<file path="src/rtl/branch_trap_sequencer.sv">
// Branch/trap control-flow sequencer: next-PC selection, delay-slot annulment
// and the three-cycle trap entry (save PC, save nPC, PSR update + vector).
// All outputs are registered and reflect the decision taken at the last edge.
//
// state      | meaning
// RUN        | normal execution, decoding branch/trap verdicts
// ANNUL      | delay-slot instruction squashed, inputs ignored
// T_SAVE_PC  | trap entry: PC written to r17 of new window
// T_SAVE_NPC | trap entry: nPC written to r18 of new window
// T_VECTOR   | trap entry: PSR loaded, fetch redirected to TBR
// ERROR      | trap taken with ET=0, left only through reset
module branch_trap_sequencer #(
  parameter int NWIN = 4,
  localparam int CWPW = (NWIN > 1) ? $clog2(NWIN) : 1
) (
  input  logic            clk,
  input  logic            rst_n,
  input  logic            instr_valid,
  input  logic            is_bicc,
  input  logic            is_ticc,
  input  logic [3:0]      cond,
  input  logic            annul_bit,
  input  logic            bcond,
  input  logic            tcond,
  input  logic [6:0]      sw_trap,
  input  logic            trap_req,
  input  logic [7:0]      trap_type_in,
  input  logic            et,
  input  logic            s,
  input  logic [CWPW-1:0] cwp,
  output logic [1:0]      pc_sel,
  output logic            annul,
  output logic            stall,
  output logic            save_pc_we,
  output logic            save_npc_we,
  output logic            psr_we,
  output logic [CWPW-1:0] psr_cwp,
  output logic            psr_ps,
  output logic            psr_s,
  output logic            psr_et,
  output logic [7:0]      tt,
  output logic            error_mode
);

  typedef enum logic [2:0] {
    RUN        = 3'd0,
    ANNUL      = 3'd1,
    T_SAVE_PC  = 3'd2,
    T_SAVE_NPC = 3'd3,
    T_VECTOR   = 3'd4,
    ERROR      = 3'd5
  } state_t;

  localparam logic [1:0] SEL_SEQ    = 2'b00;
  localparam logic [1:0] SEL_BRANCH = 2'b01;
  localparam logic [1:0] SEL_TRAP   = 2'b10;
  localparam logic [3:0] COND_BA    = 4'b1000;

  state_t          state, state_nxt;
  logic [1:0]      pc_sel_nxt;
  logic            annul_nxt, stall_nxt, save_pc_we_nxt, save_npc_we_nxt;
  logic            psr_we_nxt, psr_ps_nxt, psr_s_nxt, psr_et_nxt, error_mode_nxt;
  logic [CWPW-1:0] psr_cwp_nxt;
  logic [7:0]      tt_nxt;
  logic            take_trap;
  logic [7:0]      trap_tt;

  // Trap source selection in RUN; trap_req outranks a taken Ticc.
  always_comb begin
    take_trap = 1'b0;
    trap_tt   = 8'h00;
    if (instr_valid && trap_req) begin
      take_trap = 1'b1;
      trap_tt   = trap_type_in;
    end else if (instr_valid && is_ticc && tcond) begin
      take_trap = 1'b1;
      trap_tt   = {1'b1, sw_trap};
    end
  end

  // Next state and next registered outputs; strobes default low every cycle.
  always_comb begin
    state_nxt       = state;
    pc_sel_nxt      = SEL_SEQ;
    annul_nxt       = 1'b0;
    stall_nxt       = 1'b0;
    save_pc_we_nxt  = 1'b0;
    save_npc_we_nxt = 1'b0;
    psr_we_nxt      = 1'b0;
    psr_cwp_nxt     = '0;
    psr_ps_nxt      = 1'b0;
    psr_s_nxt       = 1'b0;
    psr_et_nxt      = 1'b0;
    tt_nxt          = tt;
    error_mode_nxt  = 1'b0;
    unique case (state)
      RUN: begin
        if (take_trap) begin
          tt_nxt    = trap_tt;
          stall_nxt = 1'b1;
          if (!et) begin
            state_nxt      = ERROR;
            error_mode_nxt = 1'b1;
          end else begin
            state_nxt      = T_SAVE_PC;
            save_pc_we_nxt = 1'b1;
          end
        end else if (instr_valid && is_bicc) begin
          // Taken: only ba,a annuls. Untaken: any ,a annuls.
          if (bcond) begin
            pc_sel_nxt = SEL_BRANCH;
            if (annul_bit && cond == COND_BA) begin
              state_nxt = ANNUL;
              annul_nxt = 1'b1;
            end
          end else if (annul_bit) begin
            state_nxt = ANNUL;
            annul_nxt = 1'b1;
          end
        end
      end
      ANNUL: state_nxt = RUN;
      T_SAVE_PC: begin
        state_nxt       = T_SAVE_NPC;
        stall_nxt       = 1'b1;
        save_npc_we_nxt = 1'b1;
      end
      T_SAVE_NPC: begin
        state_nxt   = T_VECTOR;
        stall_nxt   = 1'b1;
        psr_we_nxt  = 1'b1;
        pc_sel_nxt  = SEL_TRAP;
        psr_cwp_nxt = (cwp == '0) ? CWPW'(NWIN - 1) : cwp - CWPW'(1);
        psr_ps_nxt  = s;
        psr_s_nxt   = 1'b1;
        psr_et_nxt  = 1'b0;
      end
      T_VECTOR: state_nxt = RUN;
      ERROR: begin
        stall_nxt      = 1'b1;
        error_mode_nxt = 1'b1;
      end
      default: state_nxt = RUN;
    endcase
  end

  // State and output registers with synchronous active-low reset.
  always_ff @(posedge clk) begin
    if (!rst_n) begin
      state       <= RUN;
      pc_sel      <= SEL_SEQ;
      annul       <= 1'b0;
      stall       <= 1'b0;
      save_pc_we  <= 1'b0;
      save_npc_we <= 1'b0;
      psr_we      <= 1'b0;
      psr_cwp     <= '0;
      psr_ps      <= 1'b0;
      psr_s       <= 1'b0;
      psr_et      <= 1'b0;
      tt          <= 8'h00;
      error_mode  <= 1'b0;
    end else begin
      state       <= state_nxt;
      pc_sel      <= pc_sel_nxt;
      annul       <= annul_nxt;
      stall       <= stall_nxt;
      save_pc_we  <= save_pc_we_nxt;
      save_npc_we <= save_npc_we_nxt;
      psr_we      <= psr_we_nxt;
      psr_cwp     <= psr_cwp_nxt;
      psr_ps      <= psr_ps_nxt;
      psr_s       <= psr_s_nxt;
      psr_et      <= psr_et_nxt;
      tt          <= tt_nxt;
      error_mode  <= error_mode_nxt;
    end
  end

endmodule

</file>
<file path="config.mk">
export PLATFORM = sky130hd
export DESIGN_NAME = branch_trap_sequencer
export DESIGN_NICKNAME = d
export VERILOG_FILES = /design/src/rtl/branch_trap_sequencer.sv
export SDC_FILE = /design/constraint.sdc
export NUM_CORES = 1
export LEC_CHECK = 0
export ABC_AREA = 1
export CAP_MARGIN = 40
export CORE_MARGIN = 5
export CORE_UTILIZATION = 36
export CTS_CLUSTER_DIAMETER = 100
export CTS_CLUSTER_SIZE = 16
export DETAILED_ROUTE_END_ITERATION = 10
export PLACE_DENSITY_LB_ADDON = 0.12
export SLEW_MARGIN = 5
export SYNTH_ARGS = -nofsm -noshare
export SYNTH_HDL_FRONTEND = slang
export SYNTH_SLANG_ARGS = --single-unit
</file>
<file path="constraint.sdc">
create_clock -name clk -period 1.42 [get_ports clk]
set_clock_uncertainty 0.15 [all_clocks]
set_input_delay 0.142 -clock clk [delete_from_list [all_inputs] [get_ports clk]]
set_output_delay 0.142 -clock clk [all_outputs]
set_load 0.005 [all_outputs]
</file>
==> impl_metrics.py <==
metrics = {
    "cells_and_area": {
        "drive_gt1_share_pct": 19.6,
        "nFillCells": 219,
        "multiInputGateArea_um2": 383,
        "syn_to_final_growth_pct": 73.0,
        "fin_nets": 202,
        "antennaDiodeCount": 0,
        "regArea_um2": 433,
    },
    "global_routing": {
        "grt-ovfl-total": 0,
        "antenna_found_initial": 0,
        "track_usage_pct": 14.5,
        "first_global_vias": 946,
        "grt_pass1_wl_um": 3860,
        "grt_max_degree": 17,
    },
    "hold_path": {
        "hold_class": "primary input to flip-flop",
    },
    "setup_path": {
        "cpPeakStageDelay_ns": 0.36,
        "cp.required_ns": 1.46,
        "cp_cell_sequence": "nor2_4 -> nand2_2 -> a21oi_4 -> buf_4 -> clkbuf_16 -> a21oi_1",
        "crit_arrival_ns": 1.41,
        "setup.worst_path.start_class": "flip-flop",
        "path_buf_inv": 2,
        "critPathKind": "flip-flop to flip-flop",
        "cpLargestDelayFamily": "flip-flops",
        "end_kind": "flip-flop",
        "cp_max_fo": 8,
        "critPathSlowestCell": "dfxtp_2",
    },
    "synth": {
        "synth_cell_types": 23,
        "ys.warnings.count": 0,
        "synthCells": 107,
        "synth-simple-area-share_pct": 19.4,
        "synth_seq_area_share_pct": 47.5,
        "synth_adder_area_share_pct": 1.41,
        "syn-num-nets": 140,
        "synth-compound-area-share_pct": 21.5,
        "yosys-mux-area-fraction_pct": 0,
        "synth_xor_area_share_pct": 0,
        "netlist_area_um2": 885,
        "avgSynthCellArea_um2": 8.27,
        "synth_top_family_by_area": "compound AO/OA/AOI/OAI gates",
        "synth_seq_cells": 21,
    },
    "place": {
        "place.gp.congestion": 0.797,
        "dpl.hpwl_um": 1830,
        "io_buffers": 51,
    },
    "detailed_routing": {
        "ant_nets": 0,
        "num_vias": 950,
        "wl_met1_um": 948,
        "avgViaCountPerCell": 4.80,
        "dr.pass1.iters": 5,
        "routedWlPerCell_um": 12.9,
        "drc": 0,
        "wirelength_um": 2560,
        "dr_wl_met3_um": 197,
        "wl_met2_um": 1360,
        "drt_first_iter_violations": 16,
        "highest_layer": "met4",
    },
    "floorplan": {
        "die_h_um": 59.6,
        "die_w_um": 59.6,
        "pin_count": 53,
        "rows": 18,
        "core-area_um2": 2410,
        "start_util_pct": 36.7,
        "dieArea_um2": 3550,
    },
    "clocking": {
        "postCtsHoldBufs": 0,
        "clk_pin_slew_worst_paths_ns": 0.11,
        "cts_tree": "built",
        "cts_max_path_buffers": 2,
        "cts_buffers": 3,
        "cts-root-buf": "clkbuf_4",
        "clk_latency_ns": 0.30,
        "clock_sinks": 21,
        "htree_levels": 1,
    },
    "power": {
        "ir_worst_vdd_v": 0.000549,
        "power_density_nw_per_um2": 876,
        "leakage_nw": 0.754,
    },
    "timing": {
        "layout_min_cycle_time_ns": 1.36,
        "fmax_mhz": 734,
        "tns_ns": 0,
        "slew_violations": 0,
        "timing.final.hold_violations": 0,
        "rsz0062_at_grt": "true",
        "fin_crit_sh_pct": 96.0,
        "holdWs_ns": 0.203,
        "setup_violations": 0,
    },
    "outcome": {
        "run_status": "completed",
    },
    "run": {
        "max_cap_violations": 0,
    },
}
==> where the power goes <==
group	switching, mW	internal [mW]	total [mW]	leakage (nW)
logic	0.159	0.225	0.384	0.564
registers	0.0292	0.642	0.671	0.175
clock network	0.176	0.110	0.285	0.0150
==> Yosys cell counts <==
library cell / n / area share [%]
nor2_4: 1 / 1.3
a21oi_4: 1 / 1.8
o21ai_0: 10 / 5.7
conb_1: 1 / 0.42
nor2_2: 1 / 0.71
nand4_1: 1 / 0.71
nor3b_2: 1 / 1.4
nor2_1: 13 / 5.5
buf_4: 3 / 2.5
clkbuf_1: 1 / 0.42
ha_1: 1 / 1.4
dfxtp_1: 21 / 48
nand3_1: 4 / 2.3
nand3b_1: 1 / 0.85
o21a_1: 1 / 0.85
buf_6: 1 / 1.3
a21oi_2: 1 / 0.99
nand2_2: 1 / 0.71
nand2_4: 1 / 1.3
nand2_1: 11 / 4.7
a22oi_1: 7 / 5.9
inv_1: 13 / 5.5
a21oi_1: 11 / 6.2
==> sequential cells by signal (all words and copies together), names as in the netlist <==
register	cells
tt	8
state	3
psr_cwp	2
annul	1
error_mode	1
save_npc_we	1
pc_sel	2
psr_ps	1
stall	1
save_pc_we	1
==> cell usage in the layout, fill, tap and decap left out <==
cell	netlist	final
clkbuf_4	0	3
inv_2	0	1
buf_4	3	9
nand2_2	1	1
conb_1	1	1
a21oi_4	1	1
o21a_1	1	1
dlygate4sd2_1	0	19
a21oi_2	1	1
a22oi_1	7	7
nand3b_1	1	1
a21oi_1	11	11
clkbuf_1	1	1
ha_1	1	1
nand3_2	0	1
clkbuf_16	0	1
buf_12	0	1
nor2_4	1	1
nand4_1	1	1
dlymetal6s2s_1	0	1
nand3_1	4	3
nor3b_2	1	1
clkdlybuf4s50_1	0	31
o21ai_0	10	10
inv_1	13	12
dfxtp_2	0	10
nor2_1	13	13
nand2_4	1	1
nor2_2	1	1
nand2_1	11	11
dfxtp_1	21	11
==> worst min-delay path, stage by stage <==
cell and delay [ns]:
clkdlybuf4s50_1 0.40, inv_1 0.05, nor2_1 0.04
==> logic make-up after synthesis <==
| group | after synthesis |
|---|---|
| compound gates | 31 |
| fa+ha+maj | 1 |
| buf+inv | 18 |
| flops | 21 |
| other cells | 1 |
| simple gates | 35 |
==> through the flow <==
| step | cells | utilization [%] | power (mW) | setup slack [ns] | instance area, um2 |
|---|---|---|---|---|---|
| final | 198 | 63.5 | 1.34 | 0.0571 | 1530 |
| after floorplan | 107 | - | 0.826 | 0.206 | 885 |
| after global routing | 198 | 63.5 | 1.41 | -0.0222 | 1530 |
| after detailed placement | 191 | 60.9 | 1.05 | -0.227 | 1470 |
| after global placement | 191 | 60.9 | 1.03 | -0.169 | 1470 |
| after CTS | 195 | 61.4 | 1.31 | 0.00291 | 1480 |
==> timing repair <==
item	CTS	global route
pin swaps	0	1
setup endpoints to repair	19	6
setup buffers	0	2
resized for setup	27	5
cloned	0	1
==> cell type report <==
class / count / area share, %
repair buffers: 62 / 39.3
clock buffers: 4 / 1.72
multi-input cells: 68 / 25.0
flip-flops and latches: 21 / 28.3
inverters: 13 / 3.19
well taps: 30 / 2.45
==> layer usage <==
metal	GRT usage, %	up-vias
met2	26.4	34
met4	6.96	0
li1	-	473
met1	15.1	436
met3	4.14	7
met5	0	-
==> final timing paths <==
path	from	end	slack (ns)	cells after the start
worst max-delay path	state[0]$_SDFFE_PN0P_	tt[5]$_SDFFE_PN0P_	0.06	6
worst min-delay path	s	psr_ps$_SDFF_PN0_	0.20	3
worst max register to register	state[0]$_SDFFE_PN0P_	tt[5]$_SDFFE_PN0P_	0.06	6
worst min register to register	tt[0]$_SDFFE_PN0P_	tt[0]$_SDFFE_PN0P_	0.40	2
(Power assumes the default switching activity.)
==> patch: new RTL, same flow settings <==
Re-encode `state_t` (6 states) as one-hot, 6 bits wide.
--- a/src/rtl/branch_trap_sequencer.sv
+++ b/src/rtl/branch_trap_sequencer.sv
@@ -42,13 +42,13 @@
   output logic            error_mode
 );
 
-  typedef enum logic [2:0] {
-    RUN        = 3'd0,
-    ANNUL      = 3'd1,
-    T_SAVE_PC  = 3'd2,
-    T_SAVE_NPC = 3'd3,
-    T_VECTOR   = 3'd4,
-    ERROR      = 3'd5
+  typedef enum logic [5:0] {
+    RUN        = 6'b000001,
+    ANNUL      = 6'b000010,
+    T_SAVE_PC  = 6'b000100,
+    T_SAVE_NPC = 6'b001000,
+    T_VECTOR   = 6'b010000,
+    ERROR      = 6'b100000
   } state_t;
 
   localparam logic [1:0] SEL_SEQ    = 2'b00;
Check against the original RTL: same outputs for any inputs over 10 cycles, from zero or initial values and one cycle with rst_n low; not proved beyond that.
==> patch against the original RTL <==
Sequential cell count up 3; critical path depth is the same; maximum frequency is 0.56% lower; synthesized area is 19% higher; cell area increased by 15%; power grew 10%; worst hold slack got worse by 0.0062 ns; first-iteration DRC count decreased by 13%; count of clock-buffer cells in the layout did not move; wire length grew 12%; non-clock buffer count rose by 7; worst setup slack got worse by 0.0076 ns; clock power rose by 24%.
==> patch: results (changes against the original RTL) <==
\begin{tabular}{lr}
\hline
Metric & Value \\
\hline
\multicolumn{2}{l}{\textbf{Run status}} \\
\quad Result of the run & completed \\
\multicolumn{2}{l}{\textbf{Drt}} \\
\quad Ratio of routed vias to standard cells & 4.67 (-2.7\%) \\
\quad Total Routed Length & 2860 um (+12\%) \\
\quad First-pass DRT Iterations & 4 (-1) \\
\quad Routed wire length per instance & 12.0 um (-7.0\%) \\
\quad Detailed router's first-iteration violation count & 14 (-2) \\
\multicolumn{2}{l}{\textbf{Logic synthesis}} \\
\quad Count of unique library cells instantiated by Yosys & 25 (+8.7\%) \\
\quad Sequential cell area fraction in the yosys report & 45.8\% (-1.8 points) \\
\quad Most frequent cells after synthesis & 36 x sky130\_fd\_sc\_hd\_\_nor2\_1, 24 x sky130\_fd\_sc\_hd\_\_dfxtp\_1, 18 x sky130\_fd\_sc\_hd\_\_nand2\_1, 15 x sky130\_fd\_sc\_hd\_\_o21ai\_0, 13 x sky130\_fd\_sc\_hd\_\_inv\_1 \\
\quad Syn Inst Count & 141 (+32\%) \\
\quad Dominant cells by area after synthesis & sky130\_fd\_sc\_hd\_\_dfxtp\_1 46\%, sky130\_fd\_sc\_hd\_\_nor2\_1 13\%, sky130\_fd\_sc\_hd\_\_o21ai\_0 7.2\% \\
\quad Syn Nets & 174 (+24\%) \\
\multicolumn{2}{l}{\textbf{Place}} \\
\quad Post-placement cell count & 228 (+19\%) \\
\quad Hpwl dp & 2190 um (+19\%) \\
\quad Routability cong. & 0.816 (+2.5\%) \\
\quad Placed instance area & 0.00164 mm\^{}2 (+11\%) \\
\multicolumn{2}{l}{\textbf{Critical path}} \\
\quad Crit path max fanout & 4 (-4) \\
\quad Worst reg2reg startpoint & state[5] \\
\multicolumn{2}{l}{\textbf{GRT}} \\
\quad Maximum number of pins on one net before global-route repair & 14 (-3) \\
\quad Wire length of the first global-routing pass & 4680 um (+21\%) \\
\quad Vias in the first global route & 1113 (+18\%) \\
\quad Total track usage & 13.9\% (-0.60 points) \\
\multicolumn{2}{l}{\textbf{Power and ir drop}} \\
\quad Static Leakage & 0.882 nW (+17\%) \\
\quad Worst vdd ir & 0.00105 V (+90\%) \\
\multicolumn{2}{l}{\textbf{Cells and area}} \\
\quad Share of post-route cells with drive strength above 1 & 24.6\% (+5.0 points) \\
\quad NumNets Final & 241 (+19\%) \\
\quad Number of inserted filler cells in the final layout & 264 (+21\%) \\
\quad Largest registers in the final layout & tt: 8 flops, state: 6 flops, psr\_cwp: 2 flops \\
\hline
\end{tabular}
[patch: changes by cell type after synthesis, sizes merged, moves of 2 or more]
cell   change
a21oi     -11
buf        +2
a22oi      -7
o21ai      +5
dfxtp      +3
nand2      +7
nor2      +23
nand3      +9
nor3       +2
[patch: logic make-up (layout without fill, tap and decap cells)]
kind of cell             Yosys count  after routing  share of synthesized area (%)
AO/OA/AOI/OAI                     17             17                           8.10
adder cells (fa/ha/maj)            1              1                           1.19
buffers and inverters             21             87                           10.1
flip-flops                        24             24                           45.8
other                              1              1                          0.357
AND/OR/NAND/NOR                   77             77                           34.4
[patch: worst register-to-register path: stages (launching register included)]
cell	delay [ns]
sky130_fd_sc_hd__dfxtp_2	0.36
sky130_fd_sc_hd__nor2_4	0.14
sky130_fd_sc_hd__buf_6	0.11
sky130_fd_sc_hd__nand4_1	0.19
sky130_fd_sc_hd__nor2_2	0.22
sky130_fd_sc_hd__inv_2	0.06
sky130_fd_sc_hd__nor2_1	0.08
[patch: area by class of cell]
class / count / area [um^2] / share of cell area [%]
inverter: 14 / 52.6 / 3.00
tap: 31 / 38.8 / 2.21
clock buffer: 4 / 36.3 / 2.07
sequential: 24 / 494 / 28.2
multi-input combinational: 96 / 497 / 28.3
timing repair buffer: 69 / 634 / 36.2
[patch: power by group]
| group | internal [mW] | total (mW) | leakage, nW | switching, mW |
|---|---|---|---|---|
| clock network | 0.157 | 0.352 | 0.0210 | 0.195 |
| logic | 0.215 | 0.384 | 0.662 | 0.169 |
| registers | 0.719 | 0.740 | 0.199 | 0.0212 |
[patch: metrics by stage]
| step | worst slack, ns | hold WS, ns | utilization, % |
|---|---|---|---|
| finish | 0.0494 | 0.196 | 63.0 |
| global route | -0.0616 | 0.186 | 63.0 |
| CTS | 0.00754 | 0.176 | 59.6 |
| detailed placement | -0.226 | 0.327 | 58.8 |
| global placement | -0.188 | 0.307 | 58.8 |
| floorplan | 0.197 | 0.104 | - |
[patch: worst max path at each step]
stage | depth (start not counted) | from | to | slack (ns)
floorplan | 6 | state[4] | state[2] | 0.20
CTS | 6 | state[4] | tt[6] | 0.008
global placement | 8 | instr_valid | tt[1] | -0.19
finish | 6 | state[5] | psr_cwp[1] | 0.05
global route | 6 | state[5] | psr_cwp[1] | -0.06
detailed placement | 8 | instr_valid | tt[2] | -0.23
[patch: metal layers]
metal	up-vias	share of wire (%)	track usage, %
li1	572	-	-
met3	6	5.9	4.73
met1	500	42	15.1
met5	-	0	0
met4	0	1.6	5.45
met2	33	51	24.5
[patch: repair_timing]
| action | in CTS | in global routing |
|---|---|---|
| resized for setup | 29 | 21 |
| pin swaps | 0 | 10 |
| setup buffers | 0 | 6 |
| endpoints found under the setup margin | 20 | 15 |
